**src/rtl/lcd_ctrl_pkg.sv**
```systemverilog
// Shared types and constants for the HD44780-style LCD write controller.
// The SETUP state exists only when LCD_SETUP_EN is defined.
package lcd_ctrl_pkg;

    localparam int DEF_CLK_DIVIDE   = 16;
    localparam int DEF_SETUP_CYCLES = 2;

    localparam logic RS_CMD  = 1'b0;
    localparam logic RS_DATA = 1'b1;

`ifdef LCD_SETUP_EN
    typedef enum logic [1:0] {
        ST_IDLE  = 2'd0,
        ST_SETUP = 2'd1,
        ST_PULSE = 2'd2
    } lcd_state_t;
`else
    typedef enum logic [1:0] {
        ST_IDLE  = 2'd0,
        ST_PULSE = 2'd2
    } lcd_state_t;
`endif

endpackage

```
**src/rtl/lcd_edge_det.sv**
```systemverilog
// Registered rising-edge detector. The history register updates every
// cycle, so edges seen while the consumer is busy are simply lost.
module lcd_edge_det (
    input  logic clk,
    input  logic srst,
    input  logic din,
    output logic rise
);

    logic prev_reg;

    always_ff @(posedge clk) begin
        if (srst) begin
            prev_reg <= 1'b0;
        end else begin
            prev_reg <= din;
        end
    end

    assign rise = din & ~prev_reg;

endmodule

```
**src/rtl/lcd_ctrl.sv**
```systemverilog
// LCD write controller: latches a byte on an iStart rising edge and produces
// one CLK_DIVIDE-cycle enable pulse. Define LCD_SETUP_EN for a pre-pulse setup phase.
module lcd_ctrl
    import lcd_ctrl_pkg::*;
#(
    parameter int CLK_DIVIDE   = DEF_CLK_DIVIDE,
    parameter int SETUP_CYCLES = DEF_SETUP_CYCLES
) (
    input  logic       iCLK,
    input  logic       iRST,
    input  logic [7:0] iDATA,
    input  logic       iRS,
    input  logic       iStart,
    output logic       oDone,
    output logic [7:0] LCD_DATA,
    output logic       LCD_RW,
    output logic       LCD_EN,
    output logic       LCD_RS
);

    localparam int MAX_CNT = (CLK_DIVIDE > SETUP_CYCLES) ? CLK_DIVIDE : SETUP_CYCLES;
    localparam int CNT_W   = $clog2(MAX_CNT + 1);

    lcd_state_t       state_reg, state_next;
    logic [CNT_W-1:0] cnt_reg, cnt_next;
    logic             en_reg, en_next;
    logic             done_reg, done_next;
    logic [7:0]       data_reg, data_next;
    logic             rs_reg, rs_next;
    logic             start_rise;

    lcd_edge_det u_edge (
        .clk  (iCLK),
        .srst (iRST),
        .din  (iStart),
        .rise (start_rise)
    );

    always_ff @(posedge iCLK) begin
        if (iRST) begin
            state_reg <= ST_IDLE;
            cnt_reg   <= '0;
            en_reg    <= 1'b0;
            done_reg  <= 1'b0;
            data_reg  <= 8'h00;
            rs_reg    <= RS_CMD;
        end else begin
            state_reg <= state_next;
            cnt_reg   <= cnt_next;
            en_reg    <= en_next;
            done_reg  <= done_next;
            data_reg  <= data_next;
            rs_reg    <= rs_next;
        end
    end

    always_comb begin
        state_next = state_reg;
        cnt_next   = cnt_reg;
        en_next    = en_reg;
        done_next  = done_reg;
        data_next  = data_reg;
        rs_next    = rs_reg;

        case (state_reg)
            ST_IDLE: begin
                if (start_rise) begin
                    data_next = iDATA;
                    rs_next   = (iRS == RS_DATA) ? RS_DATA : RS_CMD;
                    done_next = 1'b0;
                    cnt_next  = '0;
`ifdef LCD_SETUP_EN
                    state_next = (SETUP_CYCLES > 0) ? ST_SETUP : ST_PULSE;
`else
                    state_next = ST_PULSE;
`endif
                end
            end
`ifdef LCD_SETUP_EN
            ST_SETUP: begin
                // Leave on the SETUP_CYCLES-th edge so EN rises one edge later.
                if (cnt_reg == CNT_W'(SETUP_CYCLES - 1)) begin
                    cnt_next   = '0;
                    state_next = ST_PULSE;
                end else begin
                    cnt_next = cnt_reg + CNT_W'(1);
                end
            end
`endif
            ST_PULSE: begin
                // cnt counts edges with EN already high; CLK_DIVIDE of them then done.
                if (cnt_reg == CNT_W'(CLK_DIVIDE)) begin
                    en_next    = 1'b0;
                    done_next  = 1'b1;
                    cnt_next   = '0;
                    state_next = ST_IDLE;
                end else begin
                    en_next  = 1'b1;
                    cnt_next = cnt_reg + CNT_W'(1);
                end
            end
            default: begin
                en_next    = 1'b0;
                cnt_next   = '0;
                state_next = ST_IDLE;
            end
        endcase
    end

    assign oDone    = done_reg;
    assign LCD_DATA = data_reg;
    assign LCD_RS   = rs_reg;
    assign LCD_EN   = en_reg;
    assign LCD_RW   = 1'b0;

endmodule

```
**config.mk**
```make
export PLATFORM = sky130hd
export DESIGN_NAME = lcd_ctrl
export DESIGN_NICKNAME = d
export VERILOG_FILES = /design/src/rtl/lcd_ctrl_pkg.sv /design/src/rtl/lcd_edge_det.sv /design/src/rtl/lcd_ctrl.sv
export SDC_FILE = /design/constraint.sdc
export NUM_CORES = 1
export LEC_CHECK = 0
export ABC_AREA = 1
export BUFFER_PORTS_ARGS = -buffer_cell sky130_fd_sc_hd__clkbuf_2
export CAP_MARGIN = 5
export CORE_UTILIZATION = 35
export CTS_CLUSTER_DIAMETER = 30
export DETAILED_ROUTE_END_ITERATION = 12
export GPL_TIMING_DRIVEN = 0
export PLACE_DENSITY = 0.56
export SYNTH_ARGS = -nofsm -noshare
export SYNTH_HDL_FRONTEND = slang
export SYNTH_SLANG_ARGS = --single-unit
```
**constraint.sdc**
```tcl
create_clock -name iCLK -period 1.4 [get_ports iCLK]
set_clock_uncertainty 0.1 [all_clocks]
set_input_delay 0.28 -clock iCLK [delete_from_list [all_inputs] [get_ports iCLK]]
set_output_delay 0.28 -clock iCLK [all_outputs]
set_load 0.01 [all_outputs]
```
### Word level (Yosys, flattened, before mapping)

Index checks and enable logic that the tools add are counted.
W data, S select, Z words.

* bits in registers: 19
* input port bits: 12
* output and inout port bits: 12
* word-level logic and storage cells: 31

* add/sub/neg operators: 1
* equality and inequality tests: 4
* mux-type cells: 12
* bitwise operators: 2
* reductions and logical operators: 5

Operator list (count)
* $mux W5: 2
* $pmux W5 S2: 1
* $add A5 B1 Y5 const B: 1
* $eq A5 B5 Y1 const B: 1
* $mux W1: 4
* $mux W2: 2
* $ne A2 B2 Y1 const B: 2
* $pmux W1 S2: 2
* $pmux W2 S2: 1
* $reduce_and A2 Y1: 2
* $reduce_and A3 Y1: 1
* $eq A2 B2 Y1 const B: 1
* $logic_not A2 Y1: 1
* $reduce_bool A2 Y1: 1
* $and A1 B1 Y1: 1
* $not A1 Y1: 1

### Longest topological paths before layout

Gate-level depths: netlist (run 1).

* depth after elaboration: 4
* gate-level depth with buffers: 7
* mapped depth without buffers: 7

### Hierarchy

Synthesis (run 1) repeated with hierarchy kept, for this count alone.

* cell total of the unflattened synthesis: 95
* area total of the unflattened synthesis: 742.0 sq um

By module, submodules not included
* lcd_ctrl: times used 1, cells each 91, area each 710.7 sq um, seq. area each 340.3 sq um
* lcd_edge_det: times used 1, cells each 4, area each 31.3 sq um, seq. area each 20.0 sq um

### Worst setup path before layout (run 1)

OpenSTA, ideal clock, no wires.

* path type: register -> register
* start: register cnt_reg[0]
* end: register en_reg (netlist: LCD_EN)
* library setup time: 70 ps
* arrival time: 909 ps
* required time: 1230 ps
* path slack: 321 ps
* stages on the path, launching flop included: 6
* buffers on the path: 0
* clock period less this slack: 1079 ps
* cell sequence: dfxtp_1 -> inv_1 -> ha_1 -> nand3_1 -> nand2_1 -> a21oi_1

* cells in the longest elaborated chain, start to end: 3

RTL lines
* start: declaration: RTL line lcd_ctrl.sv:25 `logic [CNT_W-1:0] cnt_reg, cnt_next;`
* start signal: assignment: RTL line lcd_ctrl.sv:49 `cnt_reg <= cnt_next;`
* $eq A5 B5 Y1: RTL line lcd_ctrl.sv:92 `if (cnt_reg == CNT_W'(CLK_DIVIDE)) begin`
* $mux W1: RTL line lcd_ctrl.sv:92
* $pmux W1 S2: RTL line lcd_ctrl.sv:65 `case (state_reg)`
* end signal: assignment: RTL line lcd_ctrl.sv:50 `en_reg <= en_next;`
* end: declaration: RTL line lcd_ctrl.sv:26 `logic en_reg, en_next;`

Every way passes these cells.
A chain may end at the register's enable or synchronous reset.

### Worst setup path after layout (run 1)

Same ends and word-level chain as after synthesis.

==> results of run 1 <==
## stage by stage
step / setup slack [ns] / total power (uW) / utilization
2_1_floorplan: 0.321 / 700 / -
3_3_place_gp: 0.206 / 763 / 0.436
3_5_place_dp: 0.178 / 768 / 0.436
4_1_cts: 0.143 / 1090 / 0.453
5_1_grt: 0.0207 / 1130 / 0.453
6_report: 0.155 / 1070 / 0.453
## Yosys cell counts
cell / n
a21oi_1: 13
a21oi_2: 3
buf_2: 1
buf_4: 1
buf_6: 2
buf_8: 1
conb_1: 1
dfxtp_1: 18
ha_1: 2
inv_1: 18
inv_2: 1
inv_6: 1
nand2_1: 13
nand3_1: 7
nand3_4: 1
nand4_1: 2
nor2_1: 5
o21ai_0: 3
o21ai_1: 7
o21ai_2: 2
## area by class of cell
| class | count | share of cell area |
|---|---|---|
| sequential | 18 | 0.364 |
| multi-input combinational | 59 | 0.322 |
| timing repair buffer | 22 | 0.111 |
| inverter | 20 | 0.0806 |
| buffer | 5 | 0.0504 |
| clock buffer | 4 | 0.0365 |
| tap | 28 | 0.0353 |
## worst min path at each step
stage                 from            to  slack, ns
2_1_floorplan         iRST  state_reg[1]       0.24
3_3_place_gp   LCD_DATA[1]   LCD_DATA[1]       0.33
3_5_place_dp   LCD_DATA[3]   LCD_DATA[3]       0.34
4_1_cts               iRST  state_reg[1]       0.12
5_1_grt               iRST  state_reg[1]       0.14
6_report              iRST  state_reg[1]       0.13
## logic make-up (layout without fill, tap and decap cells)
family	after synthesis	in the layout	share of synthesized area
and+or+nand+nor	28	28	0.164
buffers and inverters	25	51	0.160
adders and majority gates	2	2	0.0309
AOI/OAI and AO/OA	28	28	0.196
DFF	18	18	0.444
other	1	1	0.00463
## power breakdown
| group | leakage (uW) | internal, uW | switching [uW] | total [uW] |
|---|---|---|---|---|
| logic | 0.000284 | 82.7 | 105 | 187 |
| registers | 0.000149 | 547 | 19.3 | 566 |
| clock network | 0.0000210 | 158 | 160 | 318 |
## per-layer routing
layer	track usage	vias to the layer above	part of all wire
li1	-	376	-
met1	0.181	301	0.50
met2	0.198	14	0.45
met3	0.0303	2	0.044
met4	0.0714	0	0.0080
met5	0	-	0
## timing repair
action / CTS / global route
setup endpoints to repair: 0 / 1
resized for setup: 0 / 1
hold endpoints to repair: 0 / 0
==> out/metrics.yaml, run 1 <==
worst_setup_path:
  cp.required_ns: 1.52
  path_cells: "inv_1 -> ha_1 -> nand3_1 -> nand2_1 -> a21oi_1"
  path_buf_inv: 1
  worst-setup-path-type: "reg2reg"
  reg2reg_to: "LCD_EN"
  end_kind: "flop"
  worstPathArrival_ns: 1.37
  cp-startpoint: "cnt_reg[0]"
  reg2regPathDepth: 5
  critPathTopFamily: "flip-flops"
  crit_fanout: 5
  cp_slowest_cell: "dfxtp_1"
  r2r_slack_ns: 0.15
  path_depth: 5
  max_stage_delay_ns: 0.41
  endpoint: "LCD_EN"
  critPathLaunchType: "flop"
  r2r-start: "cnt_reg[0]"
cts:
  cts.clk_slew.worst_paths_ns: 0.10
  cts_max_level: 1
  clk_root_buffer_cell: "clkbuf_4"
  worstSkewPairLatency_ns: 0.29
  cts_buffer_depth: 2
  cts_hold_buf: 0
  numCtsBuffers: 3
  tritoncts: "yes"
  cts.sinks: 18
  cts_setup_buffers: 0
power_and_ir_drop:
  cellLeakagePower_uw: 0.000454
  peakVddDrop_v: 0.000570
  power_density_mw_per_mm2: 1080
status:
  status: "completed"
floorplan:
  rows: 17
  core_sq_mm: 0.00219
  die_height_um: 50.1
  initial_utilization: 0.370
  die-area_sq_mm: 0.00251
  num_io_pins: 24
  die_w_um: 50.1
sta:
  slew_violations: 0
  finalSetupTns_ns: 0
  holdWs_ns: 0.127
  finalSetupViolations: 0
  max_freq_mhz: 803
  rsz0062_at_grt: "false"
  fin_crit_sh: 0.890
  hold_violations: 0
  fin_crit_ns: 1.25
logic_synthesis:
  yosysUniqueCellTypes: 20
  synth_fp_nets: 116
  synth.top_cell.area_share: 0.444
  netlist_area_sq_um: 811
  syn-mean-instance-area_sq_um: 7.95
  ys_seq_area_frac: 0.444
  synthCells: 102
  ys_ff_latch: 18
  synth_top_cell_by_area: "dfxtp_1"
  synth_area_leaders: "dfxtp_1, inv_1, a21oi_1"
  yosysWarnings: 0
grt:
  grtUsageTotal: 0.135
  grt_pass1_vias: 591
  antenna_found_initial: 0
  grt-ovfl-total: 0
  grt_max_degree: 11
  grt_pass1_wl_um: 2540
place:
  placedCellCount: 152
  gp_routability_congestion: 0.698
  place_hpwl_um: 1140
  io_buffers: 22
  dpl-instance-area_sq_um: 956
finish:
  multi_input_area_sq_um: 320
  fillerInstances: 237
  diodes: 0
  drive_above_1_share: 0.313
  nets: 143
  seqCellArea_sq_um: 362
  final_common_cell: "clkbuf_2"
  design_area_sq_um: 993
  area_delta_synth_final_pct: 22.5
  largest_reg_flops: 8
  mostFrequentLayoutCells: "clkbuf_2, inv_1, dfxtp_1"
  layoutNonFillerInstCount: 156
hold_path:
  hold_path_depth: 2
  min_path_type: "in2reg"
drt:
  drc_errors: 0
  drtIter0Drc: 8
  postRouteAntennaNets: 0
  vias_per_cell: 4.44
  wire_per_inst_um: 9.62
  num_vias: 693
  routed_wl_um: 1500
  drtPass1Iterations: 4
flow_run:
  maxCapViolCount: 0
Power figures use the tool's default switching activity.
==> inputs of run 2 (changes only) <==
--- a/config.mk
+++ b/config.mk
@@ -12,7 +12,8 @@
 export CTS_CLUSTER_DIAMETER = 30
 export DETAILED_ROUTE_END_ITERATION = 12
 export GPL_TIMING_DRIVEN = 0
-export PLACE_DENSITY = 0.56
+export PLACE_DENSITY = 0.57
 export SYNTH_ARGS = -nofsm -noshare
 export SYNTH_HDL_FRONTEND = slang
+export SYNTH_HIERARCHICAL = 1
 export SYNTH_SLANG_ARGS = --single-unit
==> constraint.sdc (replaced) <==
create_clock -name iCLK -period 1.4 [get_ports iCLK]
set_clock_uncertainty 0.1 [all_clocks]
set_input_delay 0.28 -clock iCLK [delete_from_list [all_inputs] [get_ports iCLK]]
set_output_delay 0.28 -clock iCLK [all_outputs]
set_load 0.1 [all_outputs]
==> run 2 against run 1 <==
Effect of this change: worst setup slack got worse by 0.094 ns; die area fell by 8.2%; non-clock buffer count fell by 1; worst hold slack got worse by 0.028 ns; critical path depth fell by 4; total power rose by 13%; sequential cell count did not move; critical path type is now reg2out; largest power group unchanged.
==> out/metrics.yaml, run 2 <==
logic_synthesis:
  post-synth-top-count-cell: "nor2_1"
  synthCells: 95  # -6.9%
  synth.top_cell.area_share: 0.486  # +0.0412
  synth_area_leaders: "dfxtp_1, nor2_1, o21ai_0"
  synthTopCellsByCount: "nor2_1, dfxtp_1, o21ai_0"
  synth_edf_count: 0  # unchanged
  synth_fp_nets: 109  # -6.0%
  ys_seq_area_frac: 0.486  # +0.0412
  netlist_area_sq_um: 742  # -8.5%
  synth-xor-area-share: 0  # unchanged
  synth-compound-area-share: 0.164  # -0.0324
  synth_top_cell_by_area: "dfxtp_1"
  async_reset_ff_frac: 0  # unchanged
  synth_simple_gate_area_frac: 0.236  # +0.0725
  yosysUniqueCellTypes: 19  # -5.0%
  ys.flop_type: "dfxtp_1"
  syn-mean-instance-area_sq_um: 7.81  # -1.7%
  yosysWarnings: 6  # +6
  synth_top_family_by_area: "simple AND/OR/NAND/NOR gates"
  synthAdderAreaFrac: 0.0337  # +0.00286
  synthMuxAreaShare: 0  # unchanged
  ys_ff_latch: 18  # unchanged
cts:
  worstSkewPairLatency_ns: 0.28  # about the same
  cts_buffer_depth: 2  # unchanged
  cts_hold_buf: 0  # unchanged
  tritoncts: "yes"
  cts.clk_slew.worst_paths_ns: 0.10  # about the same
  cts_max_level: 1  # unchanged
  cts.sinks: 18  # unchanged
  clk_root_buffer_cell: "clkbuf_4"
  numCtsBuffers: 3  # unchanged
place:
  gp_routability_congestion: 0.787  # +13%
  dpl-instance-area_sq_um: 886  # -7.3%
  placedCellCount: 144  # -5.3%
  place_hpwl_um: 1060  # -6.8%
  io_buffers: 22  # unchanged
grt:
  grt-ovfl-total: 0  # unchanged
  grt_pass1_wl_um: 2150  # -16%
  grt_pass1_vias: 514  # -13%
  grt_max_degree: 11  # unchanged
  grtUsageTotal: 0.133  # -0.00165
  antenna_found_initial: 0  # unchanged
worst_setup_path:
  critPathLaunchType: "flop"
  path_cells: "clkbuf_4"
  cp_slowest_cell: "dfxtp_1"
  critPathTopFamily: "flip-flops"
  cp.required_ns: 1.02  # -0.50 ns
  worst-setup-path-type: "reg2out"
  crit_fanout: 2  # -3
  max_stage_delay_ns: 0.35  # -0.06 ns
  end_kind: "output port"
  worstPathArrival_ns: 0.96  # -0.41 ns
  path_buf_inv: 1  # unchanged
  r2r_slack_ns: 0.11  # -0.04 ns
finish:
  mostFrequentLayoutCells: "nor2_1, dfxtp_1, clkbuf_4"
  multi_input_area_sq_um: 328  # +2.3%
  final_common_cell: "nor2_1"
  area_delta_synth_final_pct: 30.4
  design_area_sq_um: 967  # -2.6%
  diodes: 0  # unchanged
  fillerInstances: 206  # -13%
  drive_above_1_share: 0.336  # +0.0236
  post-route-util: 0.488  # +0.0346
  seqCellArea_sq_um: 368  # +1.7%
  largest_reg_flops: 8  # unchanged
  layoutNonFillerInstCount: 149  # -4.5%
  nets: 137  # -4.2%
sta:
  rsz0062_at_grt: "true"
  slew_violations: 0  # unchanged
  holdWs_ns: 0.0990  # -0.0277 ns
  fin_crit_ns: 1.34  # +0.0944 ns
  hold_violations: 0  # unchanged
  finalSetupViolations: 0  # unchanged
  max_freq_mhz: 746  # -7.0%
  fin_crit_sh: 0.957  # +0.0674
  finalSetupTns_ns: 0  # unchanged
drt:
  postRouteAntennaNets: 0  # unchanged
  drc_errors: 0  # unchanged
  routed_wl_um: 1410  # -6.3%
  drtPass1Iterations: 1  # -3
  wire_per_inst_um: 9.43  # -1.9%
  vias_per_cell: 4.44  # -0.14%
  drtIter0Drc: 0  # -8
  num_vias: 661  # -4.6%
floorplan:
  die-area_sq_mm: 0.00231  # -8.2%
  initial_utilization: 0.374  # +0.00429
  die_height_um: 48.0  # -4.2%
  num_io_pins: 24  # unchanged
  rows: 16  # -1
  core_sq_mm: 0.00198  # -9.5%
  die_w_um: 48.0  # -4.2%
hold_path:
  min_path_type: "in2reg"
status:
  status: "completed"
power_and_ir_drop:
  peakVddDrop_v: 0.000643  # +13%
  power_density_mw_per_mm2: 1250  # +16%
  cellLeakagePower_uw: 0.000429  # -5.3%
flow_run:
  maxCapViolCount: 0  # unchanged
[run 2: changes by cell type after synthesis, moves of 4 or more]
cell / previous run / this run
a21oi_1: 13 / 4
nand3_1: 7 / 3
o21ai_0: 3 / 12
inv_1: 18 / 7
nor2_1: 5 / 24
o21ai_1: 7 / 0
[run 2: per-layer routing]
| layer | global-route usage | up-vias | share of wire |
|---|---|---|---|
| li1 | - | 358 | - |
| met3 | 0.0340 | 2 | 0.040 |
| met1 | 0.173 | 289 | 0.48 |
| met2 | 0.219 | 12 | 0.47 |
| met5 | 0 | - | 0 |
| met4 | 0.0333 | 0 | 0.0050 |
[run 2: cells by family (layout without fill, tap and decap cells)]
logic type | Yosys count | in the layout
other | 1 | 1
adder cells (fa/ha/maj) | 2 | 2
AO/OA/AOI/OAI | 20 | 20
buffers and inverters | 12 | 39
AND/OR/NAND/NOR | 42 | 42
flip-flops | 18 | 18
[run 2: layout make-up]
type,count,share of cell area
Buffer,3,0.0233
Clock buffer,4,0.0375
Inverter,9,0.0349
Multi-Input combinational cell,65,0.339
Sequential cell,18,0.380
Tap cell,27,0.0349
Timing Repair Buffer,23,0.150
[run 2: worst reg2reg max path, stage by stage (launching register included)]
cell     delay [ns]
dfxtp_4        0.38
inv_1          0.04
ha_2           0.15
nand2_1        0.07
inv_2          0.05
a21oi_4        0.21
nand3_2        0.10
a21oi_2        0.12
[run 2: stage by stage]
stage / worst slack (ns) / total power [uW]
4_1_cts: 0.0120 / 1230
5_1_grt: -0.00498 / 1290
3_5_place_dp: 0.0369 / 902
2_1_floorplan: 0.0518 / 842
6_report: 0.0602 / 1210
3_3_place_gp: 0.0773 / 899
[run 2: repair_timing]
item	CTS	global route
gates resized for setup	11	8
setup endpoints to repair	11	6
pin swaps	0	3
hold endpoints to repair	0	0
setup buffers	0	1
[run 2: path summary, 6_finish.rpt]
| kind | start | to | depth (start not counted) |
|---|---|---|---|
| worst max-delay path | LCD_DATA[7] | LCD_DATA[7] | 1 |
| worst min-delay path | iStart | u_edge/prev_reg | 3 |
| worst max register to register | cnt_reg[1] | cnt_reg[4] | 7 |
| worst min register to register | oDone | oDone | 2 |
[run 2: report_power, final]
part | total, uW | internal [uW] | switching, uW
sequential | 562 | 543 | 18.7
clock | 310 | 158 | 152
combinational | 341 | 77.3 | 264
==> inputs of run 3 (changes only) <==
--- a/config.mk
+++ b/config.mk
@@ -5,14 +5,13 @@
 export SDC_FILE = /design/constraint.sdc
 export NUM_CORES = 1
 export LEC_CHECK = 0
-export ABC_AREA = 1
 export BUFFER_PORTS_ARGS = -buffer_cell sky130_fd_sc_hd__clkbuf_2
 export CAP_MARGIN = 5
 export CORE_UTILIZATION = 35
 export CTS_CLUSTER_DIAMETER = 30
 export DETAILED_ROUTE_END_ITERATION = 12
 export GPL_TIMING_DRIVEN = 0
-export PLACE_DENSITY = 0.57
+export PLACE_DENSITY = 0.56
 export SYNTH_ARGS = -nofsm -noshare
 export SYNTH_HDL_FRONTEND = slang
 export SYNTH_HIERARCHICAL = 1
==> run 3 against run 2 <==
Effect of this change: worst setup slack worse by 0.020 ns; non-clock buffer count up 2; routed wire length up 5.6%; synthesized cell count down 5.3%; first-iteration DRC count up 21; area after synthesis up 3.0%; critical path depth unchanged; count of clock-buffer cells in the layout unchanged; global-route usage up 0.47 points.
==> out/metrics.yaml, run 3 <==
power_and_ir_drop:
  p_seq_frac: 0.481  # +0.018
  intPower_uw: 768  # -1.4%
  clockPowerShare: 0.287  # +0.032
  combPwrFrac: 0.231  # -0.050
  cellLeakagePower_uw: 0.000408  # -5.0%
  peakVddDrop_v: 0.000660  # +2.7%
  switching_share: 0.337  # -0.0208
  power_density_mw_per_mm2: 1180  # -5.7%
  p_sw_uw: 391  # -10%
logic_synthesis:
  synthTopCellsByCount: "nand2_1, dfxtp_1, a21oi_1"
  synthCells: 90  # -5.3%
  synth_edf_count: 0  # unchanged
  synth_fp_nets: 104  # -4.6%
  synth_area_leaders: "dfxtp_1, nand2_1, a21oi_1"
  yosysWarnings: 6  # unchanged
  yosysUniqueCellTypes: 25  # +6
  syn-mean-instance-area_sq_um: 8.49  # +8.8%
  ys_ff_latch: 18  # unchanged
  post-synth-top-count-cell: "nand2_1"
  ys.flop_type: "dfxtp_1"
  synth_top_cell_by_area: "dfxtp_1"
  netlist_area_sq_um: 764  # +3.0%
  ys_seq_area_frac: 0.471  # -0.0143
  synth.top_cell.area_share: 0.471  # -0.0143
  async_reset_ff_frac: 0  # unchanged
sta:
  fin_crit_ns: 1.36  # +0.0195 ns
  hold_violations: 0  # unchanged
  max_freq_mhz: 736  # -1.4%
  finalSetupTns_ns: 0  # unchanged
  rsz0062_at_grt: "false"
  holdWs_ns: 0.0605  # -0.0385 ns
  slew_violations: 0  # unchanged
  finalSetupViolations: 0  # unchanged
  fin_crit_sh: 0.971  # +0.0140
worst_setup_path:
  end_kind: "output port"
  max_stage_delay_ns: 0.36  # about the same
  crit_fanout: 3  # +1
  critPathLaunchType: "flop"
  cp_slowest_cell: "dfxtp_2"
  worstPathArrival_ns: 0.98  # +0.02 ns
  cp.required_ns: 1.02  # about the same
  path_cells: "clkbuf_4"
  worst-setup-path-type: "reg2out"
  path_buf_inv: 1  # unchanged
  critPathTopFamily: "flip-flops"
finish:
  area_delta_synth_final_pct: 28.2
  drive_above_1_share: 0.319  # -0.0171
  nets: 131  # -4.4%
  layoutNonFillerInstCount: 143  # -4.0%
  design_area_sq_um: 980  # +1.3%
  diodes: 0  # unchanged
  final_common_cell: "nand2_1"
  mostFrequentLayoutCells: "nand2_1, dfxtp_1, a21oi_1"
  largest_reg_flops: 8  # unchanged
cts:
  cts_setup_buffers: 0  # unchanged
  cts.clk_slew.worst_paths_ns: 0.11  # about the same
  clk_root_buffer_cell: "clkbuf_4"
  numCtsBuffers: 3  # unchanged
  cts_buffer_depth: 2  # unchanged
  cts_max_level: 1  # unchanged
  cts_hold_buf: 0  # unchanged
  cts.sinks: 18  # unchanged
  worstSkewPairLatency_ns: 0.30  # +0.02 ns
  tritoncts: "yes"
grt:
  grt_pass1_wl_um: 2560  # +19%
  grt-ovfl-total: 0  # unchanged
  antenna_found_initial: 0  # unchanged
  grtUsageTotal: 0.138  # +0.00474
  grt_max_degree: 11  # unchanged
  grt_pass1_vias: 586  # +14%
drt:
  drc_errors: 0  # unchanged
  num_vias: 674  # +2.0%
  postRouteAntennaNets: 0  # unchanged
  wire_per_inst_um: 10.4  # +10%
  drtPass1Iterations: 4  # +3
  drtIter0Drc: 21  # +21
  vias_per_cell: 4.71  # +6.2%
  routed_wl_um: 1480  # +5.6%
place:
  gp_routability_congestion: 0.739  # -6.2%
  dpl-instance-area_sq_um: 910  # +2.7%
  io_buffers: 22  # unchanged
  placedCellCount: 139  # -3.5%
  place_hpwl_um: 1090  # +2.7%
floorplan:
  rows: 16  # unchanged
  num_io_pins: 24  # unchanged
  core_sq_mm: 0.00200  # +1.0%
  die_w_um: 48.7  # +1.4%
  initial_utilization: 0.382  # +0.00751
  die-area_sq_mm: 0.00238  # +2.9%
  die_height_um: 48.7  # +1.4%
flow_run:
  maxCapViolCount: 0  # unchanged
status:
  status: "completed"
hold_path:
  min_path_type: "in2reg"
run 3: changes by cell type after synthesis, moves of 3 or more:
cell,previous run,this run
nor2_1,24,3
nor2b_1,0,3
nand2_1,11,20
o21ai_0,12,2
inv_1,7,3
buf_2,0,3
a21oi_1,4,14
run 3: what timing repair did:
item,in CTS,in global routing
resized for setup,11,7
cloned,0,0
pin swaps,0,1
setup endpoints to repair,11,7
run 3: area by class of cell:
class,count,area (sq um)
fill,212,1020
buffer,6,30.0
multi-input combinational,63,367
inverter,3,11.3
sequential,18,364
clock buffer,4,36.3
timing repair buffer,22,138
tap,27,33.8
run 3: logic make-up after synthesis:
group,synth area share
adder cells (fa/ha/maj),0.0327
flip-flops,0.471
AO/OA/AOI/OAI,0.151
AND/OR/NAND/NOR,0.286
buffers and inverters,0.0540
other,0.00491
run 3: worst register-to-register path, cell delays in order, from the launching register on:
cell	delay, ns
dfxtp_2	0.37
ha_1	0.19
nand3_1	0.10
or3b_1	0.35
a31oi_1	0.16
run 3: metal layers:
layer  share of wire  track usage
met5               0            0
met4          0.0054       0.0735
met3           0.042       0.0220
met2            0.47        0.222
met1            0.48        0.175
run 3: metrics by stage:
step | total power, uW | setup WS, ns | util
floorplan | 777 | 0.0576 | -
global placement | 825 | -0.000142 | 0.454
detailed placement | 829 | -0.0215 | 0.454
CTS | 1170 | 0.0188 | 0.486
global route | 1220 | 0.000251 | 0.489
finish | 1160 | 0.0407 | 0.489
run 3: path summary, 6_finish.rpt:
| check | startpoint | end | slack (ns) | cells after the start |
|---|---|---|---|---|
| setup / recovery | oDone | oDone | 0.04 | 1 |
| hold / removal | iRST | u_edge/prev_reg | 0.06 | 2 |
| setup reg to reg | cnt_reg[0] | cnt_reg[4] | 0.08 | 4 |
| hold reg to reg | LCD_DATA[0] | LCD_DATA[0] | 0.36 | 2 |
run 3: power by group through the flow:
stage / Combinational [uW] / Sequential (uW) / Clock (uW)
floorplan: 87.0 / 690 / 0
global placement: 257 / 568 / 0
detailed placement: 260 / 569 / 0
CTS: 269 / 557 / 343
global route: 284 / 563 / 368
finish: 268 / 558 / 333
